--- src/rtl/dcache_miss_ctrl.sv ---
`default_nettype none
// ============================================================================
// Module      : dcache_miss_ctrl
// Description : Data-cache control FSM: hits, store enables, dirty writeback,
//               multi-beat refill, round-robin victims, uncached accesses.
// Revision    : 1.0 - initial release
// ============================================================================
module dcache_miss_ctrl #(
  parameter int WAYS       = 2,
  parameter int LINE_WORDS = 4
) (
  input  logic                          clk,
  input  logic                          rst,
  input  logic                          i_req_valid,
  input  logic                          i_req_op,
  input  logic                          i_req_uncached,
  input  logic                          i_hit,
  input  logic [$clog2(WAYS)-1:0]       i_hit_way,
  input  logic                          i_victim_dirty,
  input  logic                          i_rd_rdy,
  input  logic                          i_ret_valid,
  input  logic                          i_ret_last,
  input  logic                          i_wr_rdy,
  output logic                          o_stall,
  output logic                          o_resp_valid,
  output logic                          o_store_we,
  output logic [$clog2(WAYS)-1:0]       o_store_way,
  output logic                          o_rd_req,
  output logic                          o_rd_uncached,
  output logic                          o_wr_req,
  output logic                          o_wr_uncached,
  output logic [$clog2(WAYS)-1:0]       o_victim_way,
  output logic                          o_refill_we,
  output logic [$clog2(LINE_WORDS)-1:0] o_refill_idx,
  output logic                          o_tag_we,
  output logic                          o_protocol_err
);

  localparam int WAY_W = $clog2(WAYS);
  localparam int IDX_W = $clog2(LINE_WORDS);
  localparam logic [IDX_W-1:0] c_LAST_CACHED = IDX_W'(LINE_WORDS - 1);

  typedef enum logic [2:0] {
    S_RUN    = 3'd0,
    S_MISS   = 3'd1,
    S_WB     = 3'd2,
    S_RD     = 3'd3,
    S_REFILL = 3'd4,
    S_UCW    = 3'd5
  } state_t;

  state_t           r_state;
  logic [WAY_W-1:0] r_victim_ptr;
  logic [IDX_W-1:0] r_beat_cnt;
  logic             r_protocol_err;
  logic             r_uncached;

  state_t           w_next;
  logic             w_stall;
  logic             w_resp_valid;
  logic             w_store_we;
  logic [WAY_W-1:0] w_store_way;
  logic             w_rd_req;
  logic             w_rd_uncached;
  logic             w_wr_req;
  logic             w_wr_uncached;
  logic             w_refill_we;
  logic [IDX_W-1:0] w_refill_idx;
  logic             w_tag_we;
  logic             w_beat_err;
  logic [IDX_W-1:0] w_last_idx;

  assign w_last_idx = r_uncached ? '0 : c_LAST_CACHED;

  always_comb begin
    w_next        = r_state;
    w_stall       = 1'b0;
    w_resp_valid  = 1'b0;
    w_store_we    = 1'b0;
    w_store_way   = '0;
    w_rd_req      = 1'b0;
    w_rd_uncached = 1'b0;
    w_wr_req      = 1'b0;
    w_wr_uncached = 1'b0;
    w_refill_we   = 1'b0;
    w_refill_idx  = '0;
    w_tag_we      = 1'b0;
    w_beat_err    = 1'b0;
    case (r_state)
      S_RUN: begin
        if (i_req_valid) begin
          if (i_req_uncached) begin
            w_stall = 1'b1;
            w_next  = i_req_op ? S_UCW : S_RD;
          end else if (i_hit) begin
            w_resp_valid = 1'b1;
            w_store_we   = i_req_op;
            w_store_way  = i_req_op ? i_hit_way : '0;
          end else begin
            w_stall = 1'b1;
            w_next  = S_MISS;
          end
        end
      end
      S_MISS: begin
        w_stall = 1'b1;
        w_next  = i_victim_dirty ? S_WB : S_RD;
      end
      S_WB: begin
        w_stall  = 1'b1;
        w_wr_req = 1'b1;
        if (i_wr_rdy) w_next = S_RD;
      end
      S_RD: begin
        w_stall       = 1'b1;
        w_rd_req      = 1'b1;
        w_rd_uncached = r_uncached;
        if (i_rd_rdy) w_next = S_REFILL;
      end
      S_REFILL: begin
        w_stall      = 1'b1;
        w_refill_idx = r_beat_cnt;
        if (i_ret_valid) begin
          w_refill_we = ~r_uncached;
          // Early last and missing last are both protocol violations.
          w_beat_err  = i_ret_last != (r_beat_cnt == w_last_idx);
          if (i_ret_last) begin
            w_next = S_RUN;
            if (r_uncached) begin
              w_resp_valid = 1'b1;
              w_stall      = 1'b0;
            end else begin
              w_tag_we = 1'b1;
            end
          end
        end
      end
      S_UCW: begin
        w_stall       = 1'b1;
        w_wr_req      = 1'b1;
        w_wr_uncached = 1'b1;
        if (i_wr_rdy) begin
          w_resp_valid = 1'b1;
          w_stall      = 1'b0;
          w_next       = S_RUN;
        end
      end
      default: w_next = S_RUN;
    endcase
  end

  always_ff @(posedge clk or posedge rst) begin
    if (rst) begin
      r_state        <= S_RUN;
      r_victim_ptr   <= '0;
      r_beat_cnt     <= '0;
      r_protocol_err <= 1'b0;
      r_uncached     <= 1'b0;
    end else begin
      r_state <= w_next;
      if (r_state == S_RUN && i_req_valid) r_uncached <= i_req_uncached;
      if (r_state == S_RD && i_rd_rdy) begin
        r_beat_cnt <= '0;
      end else if (r_state == S_REFILL && i_ret_valid) begin
        r_beat_cnt <= r_beat_cnt + IDX_W'(1);
      end
      if (w_tag_we) r_victim_ptr <= r_victim_ptr + WAY_W'(1);
      if (w_beat_err) r_protocol_err <= 1'b1;
    end
  end

  // Outputs are forced quiet while reset is held, whatever the inputs do.
  assign o_stall        = w_stall & ~rst;
  assign o_resp_valid   = w_resp_valid & ~rst;
  assign o_store_we     = w_store_we & ~rst;
  assign o_store_way    = rst ? '0 : w_store_way;
  assign o_rd_req       = w_rd_req & ~rst;
  assign o_rd_uncached  = w_rd_uncached & ~rst;
  assign o_wr_req       = w_wr_req & ~rst;
  assign o_wr_uncached  = w_wr_uncached & ~rst;
  assign o_victim_way   = r_victim_ptr;
  assign o_refill_we    = w_refill_we & ~rst;
  assign o_refill_idx   = rst ? '0 : w_refill_idx;
  assign o_tag_we       = w_tag_we & ~rst;
  assign o_protocol_err = r_protocol_err;

endmodule
`default_nettype wire

--- config.mk ---
export PLATFORM = sky130hd
export DESIGN_NAME = dcache_miss_ctrl
export DESIGN_NICKNAME = d
export VERILOG_FILES = /design/src/rtl/dcache_miss_ctrl.sv
export SDC_FILE = /design/constraint.sdc
export NUM_CORES = 1
export LEC_CHECK = 0
export BUFFER_PORTS_ARGS = -buffer_cell sky130_fd_sc_hd__buf_2
export CORE_MARGIN = 3
export CORE_UTILIZATION = 35
export DETAILED_ROUTE_END_ITERATION = 8
export PLACE_DENSITY_LB_ADDON = 0.15
export SETUP_SLACK_MARGIN = 0.02
export SLEW_MARGIN = 20
export SYNTH_ARGS = -nofsm -noshare
export SYNTH_HDL_FRONTEND = slang
export SYNTH_SLANG_ARGS = --single-unit
--- constraint.sdc ---
create_clock -name clk -period 1.5 [get_ports clk]
set_input_delay 0.3 -clock clk [delete_from_list [all_inputs] [get_ports clk]]
set_output_delay 0.3 -clock clk [all_outputs]
set_load 0.1 [all_outputs]
Word-level counts from Yosys, hierarchy flattened
Cells that the tools add are included.
{"block": "word_totals", "register_bits": 8, "out_inout_bits": 14, "word_cells": 93}
{"block": "classes", "n_reduce_logical": 8, "n_eq_ne": 14, "n_bitwise": 11, "n_mux": 53, "add_sub_neg": 2}
{"operator": "$mux 1", "n": 36}
{"operator": "$mux 3", "n": 9}
{"operator": "$pmux 3 s6", "n": 1}
{"operator": "$ne 2x2->1 const B", "n": 6}
{"operator": "$mux 2", "n": 5}
{"operator": "$and 1x1->1", "n": 9}
{"operator": "$reduce_and 7->1", "n": 1}
{"operator": "$eq 3x2->1 const B", "n": 2}
{"operator": "$eq 3x3->1 const B", "n": 2}
{"operator": "$pmux 1 s4", "n": 1}
{"operator": "$eq 3x1->1 const B", "n": 1}
{"operator": "$logic_and 1x1->1", "n": 3}
{"operator": "$logic_not 3->1", "n": 1}
{"operator": "$ne 3x3->1 const B", "n": 1}
{"operator": "$pmux 1 s3", "n": 1}
{"operator": "$reduce_or 3->1", "n": 1}
{"operator": "$add 2x1->2 const B", "n": 1}
{"operator": "$eq 2x2->1", "n": 1}
{"operator": "$not 1->1", "n": 2}
{"operator": "$reduce_bool 2->1", "n": 1}
{"operator": "$reduce_or 2->1", "n": 1}
{"operator": "$add 1x1->1 const B", "n": 1}
{"operator": "$ne 1x1->1", "n": 1}

Logic depth before layout (Yosys ltp)
Gate-level depths: netlist of the first run.
{"block": "depth", "ltp_word": 6, "depth_mapped": 5, "ltp_nobuf": 4}

Least setup slack after synthesis of the first run
OpenSTA, ideal clock, no wires.
{"block": "synth_timing", "kind": "reg-to-output", "start": "register r_state[0]", "end": "output port o_tag_we", "arrival_time_ps": 3767, "required_time_ps": 1200, "path_slack_ps": -2567, "stages_incl_launch_ff": 5, "path_buffers": 1, "cell_sequence": "dfrtp_1 buf_2 nand4bb_1 nor3_1 and2_1"}
{"block": "synth_between", "elab_chain_cells": 3}
{"item": "from (decl)", "line_no": "52", "rtl": "state_t r_state;"}
{"item": "from (signal assigned)", "line_no": "160", "rtl": "r_state <= w_next;"}
{"item": "$eq 3x3->1", "line_no": "89", "rtl": "case (r_state)"}
{"item": "$mux 1", "line_no": "89"}
{"item": "$and 1x1->1", "line_no": "184", "rtl": "assign o_tag_we = w_tag_we & ~rst;"}
{"item": "to (decl)", "line_no": "35", "rtl": "output logic o_tag_we,"}
Every way passes these cells.

Worst setup path after layout of the first run
{"block": "layout_timing", "start": "register r_state[0]", "end": "output port o_resp_valid"}
{"block": "layout_between", "elab_chain_cells": 3, "word_cells_on_any_way": 5}
{"item": "$eq 3x3->1 or $logic_not 3->1 (tied branches)", "line_no": "89"}
{"item": "$pmux 1 s3 (*)", "line_no": "89"}
{"item": "$and 1x1->1 (*)", "line_no": "174", "rtl": "assign o_resp_valid = w_resp_valid & ~rst;"}
{"item": "to (decl)", "line_no": "25", "rtl": "output logic o_resp_valid,"}
Mark *: on every way between the ends. The rest lies on a longest branch, timed or not.

==> flow_metrics.py, run 1 <==
metrics = {
    "layout": {
        "layout_commonest_cell": "buf_4",
        "layout_common_cells": "buf_4, buf_2, buf_12",
        "layout-drive-gt1-share": 0.741,
        "final_core_util": 0.855,
        "area_growth_pct": 126,
        "fin_nets": 149,
        "num_antenna_cells": 0,
    },
    "run_status": {
        "violations": "setup timing",
        "outcome": "finished, violations left",
    },
    "clocking": {
        "path_clk_slew_ns": 0.06,
        "cts_made_buffers": 3,
        "clock_path_buffers": 2,
        "cts_tree": "built",
        "htreeDepth": 1,
        "cts_root_buf": "clkbuf_4",
        "insertion_delay_ns": 0.25,
        "clock-sinks": 8,
    },
    "sta": {
        "relSlewSlack": 0.676,
        "slew_violations": 0,
        "setup_viol_count_final": 15,
        "tightest_slew_ns": 0.487,
        "grt_setup_unrepaired": "yes",
        "post-route-period-util": 1.47,
        "period_minus_slack_ns": 2.21,
        "fmax_ghz": 0.453,
        "finClkSkew_ns": 0.00460,
        "setup_slack_ns": -0.708,
        "hold_viol": 0,
    },
    "yosys": {
        "ys.warnings.count": 0,
        "ys_types": 37,
        "ys_seq_area_frac": 0.300,
        "syn_nets": 85,
        "syn-cell-area_um2": 668,
        "syn-instance-count": 73,
        "syn_area_per_cell_um2": 9.15,
        "ys_ff_latch": 8,
    },
    "critical_path": {
        "cp-start-kind": "flop",
        "path_class": "reg2out",
        "cp_data_arrival_time_ns": 1.91,
        "crit_required_ns": 1.20,
        "path_max_fanout": 5,
        "end_kind": "output port",
    },
    "die": {
        "die_h_um": 49.7,
        "dieArea_um2": 2470,
        "rows": 15,
        "initial_core_util": 0.379,
        "ios": 26,
        "core_area_um2": 1760,
        "fp.dieW_um": 49.7,
    },
    "route": {
        "first_pass_iters": 4,
        "wl_per_cell_um": 19.2,
        "drt-total-wl_um": 3070,
        "route.vias.total": 866,
        "viasPerCell": 5.41,
        "drt_iter0_markers": 11,
        "drcViolationCount": 0,
        "ant_nets": 0,
    },
    "place": {
        "port_buffers": 25,
        "finalWeightedCongestion": 0.840,
        "hpwl_um": 1740,
    },
    "global_routing": {
        "grt_pass1_vias": 831,
        "grt_remaining_overflow": 0,
        "grt_antenna_before_repair": 0,
        "grt.total_usage": 0.224,
        "grt_max_degree": 11,
        "grt_pass1_wl_um": 4140,
    },
    "power_and_ir_drop": {
        "power_density_nw_per_um2": 1870,
        "p_leak_uw": 0.000668,
        "totalPowerFinal_uw": 2820,
        "ir_drop_uv": 1410,
    },
    "worst_hold_path": {
        "min_path_type": "in2async",
    },
    "flow_run": {
        "cap_violations": 0,
    },
}
==> worst max-delay path, stage by stage, from the launching register on <==
cell       delay, ns
dfrtp_2         0.45
and4bb_2        0.36
a32oi_2         0.15
a2111oi_4       0.47
buf_12          0.23
==> final cells by class <==
type                       instances  area [um^2]
timing repair buffer              63          633
fill                             111          256
clock buffer                       3         22.5
inverter                           1         6.26
multi-input combinational         60          611
tap                               25         31.3
sequential                         8          204
==> registers in the layout (all words and copies together), names as in the netlist <==
signal,count
o_victim_way,1
o_protocol_err,1
r_uncached,1
r_beat_cnt,2
r_state,3
==> Yosys cell counts, drive strengths merged <==
cell type,n,share of area
o221a,1,0.030
and3b,1,0.015
and2,3,0.030
a21o,2,0.022
inv,1,0.0056
or3,1,0.0094
nor3b,5,0.064
nand3b,1,0.011
nor3,3,0.022
nand4bb,1,0.017
or3b,1,0.017
and4bb,1,0.019
nand4b,1,0.013
nor2,7,0.039
and3,1,0.0094
dfrtp,8,0.30
a31oi,1,0.0094
nand3,1,0.0075
or2,1,0.0094
buf,3,0.032
mux2,3,0.062
a32oi,1,0.013
xnor2,3,0.039
nor2b,4,0.037
a2111oi,2,0.036
a21oi,6,0.045
xor2,1,0.013
nand2,4,0.022
o221ai,1,0.013
a221oi,1,0.013
clkbuf,1,0.0056
nand2b,2,0.019
==> timing repair <==
action | in CTS | in global routing
endpoints found under the setup margin | 16 | 15
pin swaps | 11 | 8
hold endpoints to repair | 0 | 0
buffers inserted | 6 | 10
hold buffers | 0 | 0
resized for setup | 16 | 11
cloned | 0 | 0
==> layer usage <==
layer | routed length [um] | track usage | part of all wire | vias up
met3 | 117 | 0.0363 | 0.038 | 9
li1 | - | - | - | 392
met5 | 0 | 0 | 0 | -
met4 | 101 | 0.0645 | 0.033 | 0
met1 | 1190 | 0.266 | 0.39 | 430
met2 | 1670 | 0.407 | 0.54 | 35
==> where the power goes <==
part | internal, uW | switching (uW)
Combinational | 1050 | 1140
Clock | 91.6 | 73.4
Sequential | 321 | 146
Total | 1460 | 1360
==> kinds of logic after synthesis <==
logic type      Yosys count  synth area share
xor+xnor                  4            0.0524
mux                       3            0.0618
simple gates             38             0.361
flops                     8             0.300
buf+inv                   5            0.0431
compound gates           15             0.182
==> metrics by stage <==
step	setup slack (ns)	cells	instance area, um^2	hold slack, ns	TNS [ns]
global route	-0.760	160	1510	0.253	-7.47
global placement	-0.331	142	1260	0.434	-2.87
floorplan	-1.19	73	779	0.382	-6.80
finish	-0.708	160	1510	0.235	-6.79
CTS	-0.633	150	1380	0.228	-5.84
detailed placement	-0.387	142	1260	0.456	-3.61
==> final timing paths <==
path	start	end	slack, ns	depth (start not counted)
worst max-delay path	r_state[0]	o_resp_valid	-0.71	4
worst min-delay path	rst	r_beat_cnt[0]	0.23	3
worst max register to register	r_state[2]	r_state[2]	-0.37	6
worst min register to register	o_victim_way	o_victim_way	0.48	1
max in group asynchronous	rst	r_state[1]	1.12	3
min in group clk	i_rd_rdy	r_beat_cnt[1]	0.29	2
No activity file was read; power rests on OpenSTA's default activity.
==> run 2: changes to the inputs <==
--- a/config.mk
+++ b/config.mk
@@ -5,12 +5,13 @@
 export SDC_FILE = /design/constraint.sdc
 export NUM_CORES = 1
 export LEC_CHECK = 0
-export BUFFER_PORTS_ARGS = -buffer_cell sky130_fd_sc_hd__buf_2
+export BUFFER_PORTS_ARGS = -buffer_cell sky130_fd_sc_hd__clkbuf_2
 export CORE_MARGIN = 3
 export CORE_UTILIZATION = 35
 export DETAILED_ROUTE_END_ITERATION = 8
 export PLACE_DENSITY_LB_ADDON = 0.15
 export SETUP_SLACK_MARGIN = 0.02
+export SKIP_CTS_REPAIR_TIMING = 1
 export SLEW_MARGIN = 20
 export SYNTH_ARGS = -nofsm -noshare
 export SYNTH_HDL_FRONTEND = slang
==> flow_metrics.py, run 2 (same netlist as run 1, synthesis figures left out) <==
metrics = {
    "run_status": {
        "outcome": "finished, violations left",
        "violations": "setup timing",
    },
    "clocking": {
        "cts_made_buffers": 3,
        "clock_path_buffers": 2,
        "insertion_delay_ns": 0.25,
        "cts_tree": "built",
        "cts_root_buf": "clkbuf_4",
        "clock-sinks": 8,
        "htreeDepth": 1,
        "path_clk_slew_ns": 0.06,
    },
    "layout": {
        "layout-drive-gt1-share": 0.713,
        "fin_nets": 143,
        "layout_common_cells": "buf_4, buf_12, clkbuf_2",
        "layout_commonest_cell": "buf_4",
        "multi_input_area_um2": 597,
        "area_growth_pct": 119,
        "final-seq-area_um2": 204,
        "n_fill_cell": 112,
        "top_regs": "r_state x3, r_beat_cnt x2",
        "num_antenna_cells": 0,
        "top_register": "r_state",
        "final_core_util": 0.829,
        "largest_register_ffs": 3,
    },
    "sta": {
        "grt_setup_unrepaired": "yes",
        "relSlewSlack": 0.695,
        "post-route-period-util": 1.49,
        "hold_viol": 0,
        "setup_slack_ns": -0.728,
        "fmax_ghz": 0.449,
        "timing.setup.tns_ns": -6.58,
        "slew_violations": 0,
        "period_minus_slack_ns": 2.23,
        "finClkSkew_ns": 0.0120,
        "setup_viol_count_final": 15,
        "tightest_slew_ns": 0.446,
    },
    "critical_path": {
        "crit_required_ns": 1.20,
        "path_class": "reg2out",
        "cp-start-kind": "flop",
        "end_kind": "output port",
        "cp_data_arrival_time_ns": 1.93,
        "path_max_fanout": 4,
    },
    "route": {
        "route.vias.total": 843,
        "first_pass_iters": 4,
        "ant_nets": 0,
        "drcViolationCount": 0,
        "drt-total-wl_um": 2980,
        "viasPerCell": 5.47,
        "drt_iter0_markers": 22,
        "wl_per_cell_um": 19.4,
    },
    "flow_run": {
        "cap_violations": 0,
    },
    "place": {
        "finalWeightedCongestion": 0.816,
        "port_buffers": 25,
        "hpwl_um": 1790,
    },
    "global_routing": {
        "grt_remaining_overflow": 0,
        "grt_antenna_before_repair": 0,
        "grt.total_usage": 0.189,
        "grt_pass1_wl_um": 3570,
        "grt_pass1_vias": 770,
        "grt_max_degree": 9,
    },
    "power_and_ir_drop": {
        "power_density_nw_per_um2": 1820,
        "p_leak_uw": 0.000642,
        "totalPowerFinal_uw": 2660,
        "ir_drop_uv": 1440,
    },
    "die": {
        "initial_core_util": 0.379,
        "die_h_um": 49.7,
        "dieArea_um2": 2470,
        "ios": 26,
        "core_area_um2": 1760,
        "fp.dieW_um": 49.7,
        "rows": 15,
    },
    "worst_hold_path": {
        "min_path_type": "in2reg",
    },
}
==> run 2: power by group <==
group	leakage (uW)	switching (uW)	internal (uW)
clock network	0.0000138	72.2	91.5
registers	0.0000970	127	321
logic	0.000531	1090	955
==> run 2: worst max-delay path: stages (launching register included) <==
cell	delay [ns]
dfrtp_2	0.44
nor3_4	0.22
nand4b_1	0.27
a2111oi_4	0.52
buf_12	0.23
==> run 2: per-stage QoR <==
step           cells  instance area (um^2)  hold slack, ns  setup slack (ns)
4_1_cts          148                  1320           0.280            -0.677
3_5_place_dp     145                  1300           0.453            -0.406
2_1_floorplan     73                   779           0.382             -1.19
6_report         154                  1460           0.295            -0.728
3_3_place_gp     145                  1300           0.443            -0.327
5_1_grt          154                  1460           0.282            -0.784
==> run 2: path summary, 6_finish.rpt <==
| check | start | endpoint | slack [ns] | cells past startpoint |
|---|---|---|---|---|
| worst max-delay path | r_state[0] | o_resp_valid | -0.73 | 4 |
| worst min-delay path | i_rd_rdy | r_beat_cnt[1] | 0.30 | 2 |
| worst max register to register | r_state[2] | r_state[0] | -0.33 | 6 |
| worst min register to register | o_protocol_err | o_protocol_err | 0.47 | 1 |
| max in group asynchronous | rst | o_protocol_err | 0.94 | 4 |
| min in group asynchronous | rst | r_state[2] | 0.42 | 4 |
==> run 2: area by class of cell <==
type	count	area share
inverters	1	0.00428
clock buffers	3	0.0154
repair buffers	57	0.411
multi-input cells	60	0.408
well taps	25	0.0214
flip-flops and latches	8	0.139
==> run 2: metal layers <==
| metal | track usage | part of all wire |
|---|---|---|
| met1 | 0.239 | 0.40 |
| met2 | 0.328 | 0.51 |
| met3 | 0.0272 | 0.056 |
| met4 | 0.0599 | 0.030 |
| met5 | 0 | 0 |
==> run 3: changes to the inputs <==
--- a/config.mk
+++ b/config.mk
@@ -5,6 +5,7 @@
 export SDC_FILE = /design/constraint.sdc
 export NUM_CORES = 1
 export LEC_CHECK = 0
+export ABC_AREA = 1
 export BUFFER_PORTS_ARGS = -buffer_cell sky130_fd_sc_hd__clkbuf_2
 export CORE_MARGIN = 3
 export CORE_UTILIZATION = 35
==> flow_metrics.py, run 3 <==
metrics = {
    "place": {
        "dp.cells": 171,
        "port_buffers": 25,
        "finalWeightedCongestion": 0.849,
        "dp_slack_ns": -0.133,
        "hpwl_um": 1640,
        "place_area_um2": 1280,
    },
    "layout": {
        "final_core_util": 0.830,
        "layout_common_cells": "nand2_1, buf_4, inv_1",
        "instances_no_fill": 181,
        "post-route-cell-area_um2": 1450,
        "top_regs": "r_state x3, r_beat_cnt x2",
        "largest_register_ffs": 3,
        "n_fill_cell": 109,
        "layout_commonest_cell": "nand2_1",
        "multi_input_area_um2": 561,
        "final-seq-area_um2": 204,
        "layout-drive-gt1-share": 0.590,
        "num_antenna_cells": 0,
        "area_growth_pct": 121,
        "fin_nets": 169,
        "top_register": "r_state",
    },
    "power_and_ir_drop": {
        "p_leak_uw": 0.000692,
        "power_density_nw_per_um2": 1620,
        "ir_drop_uv": 1100,
    },
    "critical_path": {
        "crit_required_ns": 1.20,
        "cp-start-kind": "flop",
        "path_cells": "buf_12 -> nor2_4 -> nand2_2 -> o22ai_2 -> nor2_2 -> nor2_4 -> buf_12",
        "crit_slowest_cell": "dfrtp_2",
        "path_class": "reg2out",
        "cp_data_arrival_time_ns": 1.64,
        "path_max_fanout": 6,
        "cpPeakStageDelay_ns": 0.44,
        "end_kind": "output port",
        "critPathTopFamily": "simple AND/OR/NAND/NOR gates",
        "critPathBufInv": 2,
    },
    "die": {
        "core_area_um2": 1750,
        "fp.dieW_um": 49.3,
        "dieArea_um2": 2430,
        "die_h_um": 49.3,
        "initial_core_util": 0.376,
        "rows": 15,
        "ios": 26,
    },
    "route": {
        "viasPerCell": 4.96,
        "drcViolationCount": 0,
        "route.vias.total": 897,
        "wl_per_cell_um": 13.6,
        "drt-total-wl_um": 2460,
        "drt_iter0_markers": 9,
        "first_pass_iters": 4,
        "ant_nets": 0,
    },
    "yosys": {
        "syn-cell-area_um2": 656,
        "async_reset_ff_frac": 1.00,
        "synth_most_common_cell": "nand2_1",
        "ys_seq_area_frac": 0.305,
        "synth_top_area_share": 0.305,
        "synth_area_leaders": "dfrtp_1, nand2_1, inv_1",
        "ys_ff_latch": 8,
        "syn_nets": 116,
        "syn_area_per_cell_um2": 6.30,
        "ys_top_cells_by_count": "nand2_1, inv_1, nor2_1",
        "ys.flop_type": "dfrtp_1",
        "syn-instance-count": 104,
        "ys.warnings.count": 0,
        "synth_largest_area_cell": "dfrtp_1",
        "synth_edf_count": 0,
        "ys_types": 21,
    },
    "clocking": {
        "htreeDepth": 1,
        "clock_path_buffers": 2,
        "clock-sinks": 8,
        "cts_root_buf": "clkbuf_4",
        "cts_made_buffers": 3,
        "insertion_delay_ns": 0.26,
        "cts_tree": "built",
        "path_clk_slew_ns": 0.06,
    },
    "sta": {
        "grt_setup_unrepaired": "yes",
        "finClkSkew_ns": 0.00400,
        "fmax_ghz": 0.515,
        "tightest_slew_ns": 0.279,
        "relSlewSlack": 0.815,
        "slew_violations": 0,
        "setup_slack_ns": -0.440,
        "fin_hold_ws_ns": 0.139,
        "hold_viol": 0,
        "post-route-period-util": 1.29,
        "setup_viol_count_final": 14,
        "period_minus_slack_ns": 1.94,
    },
    "global_routing": {
        "grt_remaining_overflow": 0,
        "grt_max_degree": 11,
        "grt.total_usage": 0.179,
        "grt_pass1_vias": 795,
        "grt_pass1_wl_um": 3360,
        "grt_antenna_before_repair": 0,
    },
    "run_status": {
        "violations": "setup timing",
        "outcome": "finished, violations left",
    },
    "worst_hold_path": {
        "min_path_type": "in2async",
    },
    "flow_run": {
        "cap_violations": 0,
    },
}
-- run 3: changes by cell type after synthesis, moves of 3 or more --
cell	change
inv_2	+3
nand3_2	+4
nor2b_1	-4
nand4_1	+3
nand3_1	+7
inv_1	+16
nor3b_1	-4
nand2_1	+25
-- run 3: worst paths after layout --
check	startpoint	endpoint	slack [ns]	cells past startpoint
worst min register to register	o_victim_way	o_victim_way	0.51	1
worst min-delay path	rst	r_uncached	0.14	3
max in group asynchronous	rst	r_state[0]	1.21	3
worst max-delay path	r_state[0]	o_resp_valid	-0.44	7
min in group clk	i_victim_dirty	r_state[0]	0.35	4
worst max register to register	r_state[0]	o_victim_way	-0.04	8
-- run 3: kinds of logic after synthesis --
kind of cell    count (synthesis)  synth area share
compound gates                 11            0.0897
simple gates                   62             0.460
xor+xnor                        1            0.0134
flops                           8             0.305
buf+inv                        22             0.132
-- run 3: area by class of cell --
class,instances,share of cell area
Multi-Input combinational cell,74,0.387
Sequential cell,8,0.141
Inverter,20,0.0561
Tap cell,25,0.0216
Clock buffer,4,0.0181
Timing Repair Buffer,50,0.377
-- run 3: tightest hold or removal path: cells and delay by family --
family,cells,cell delay [ns]
buf+inv,3,0.45
-- run 3: per-layer routing --
layer,share of wire,global-route usage
met1,0.39,0.214
met2,0.56,0.310
met3,0.044,0.0520
met4,0.0041,0.0427
met5,0,0
-- run 3: metrics by stage --
step	setup TNS, ns	total power [uW]
floorplan	-2.63	1360
global placement	-0.603	1900
detailed placement	-0.779	1940
CTS	-4.05	2130
global route	-5.69	2530
finish	-4.32	2350
-- run 3: power by group --
| group | internal [uW] | switching (uW) | leakage, uW | total (uW) |
|---|---|---|---|---|
| combinational | 723 | 1030 | 0.000583 | 1750 |
| sequential | 305 | 112 | 0.0000942 | 418 |
| clock | 102 | 82.8 | 0.0000150 | 185 |
| total | 1130 | 1220 | 0.000692 | 2350 |
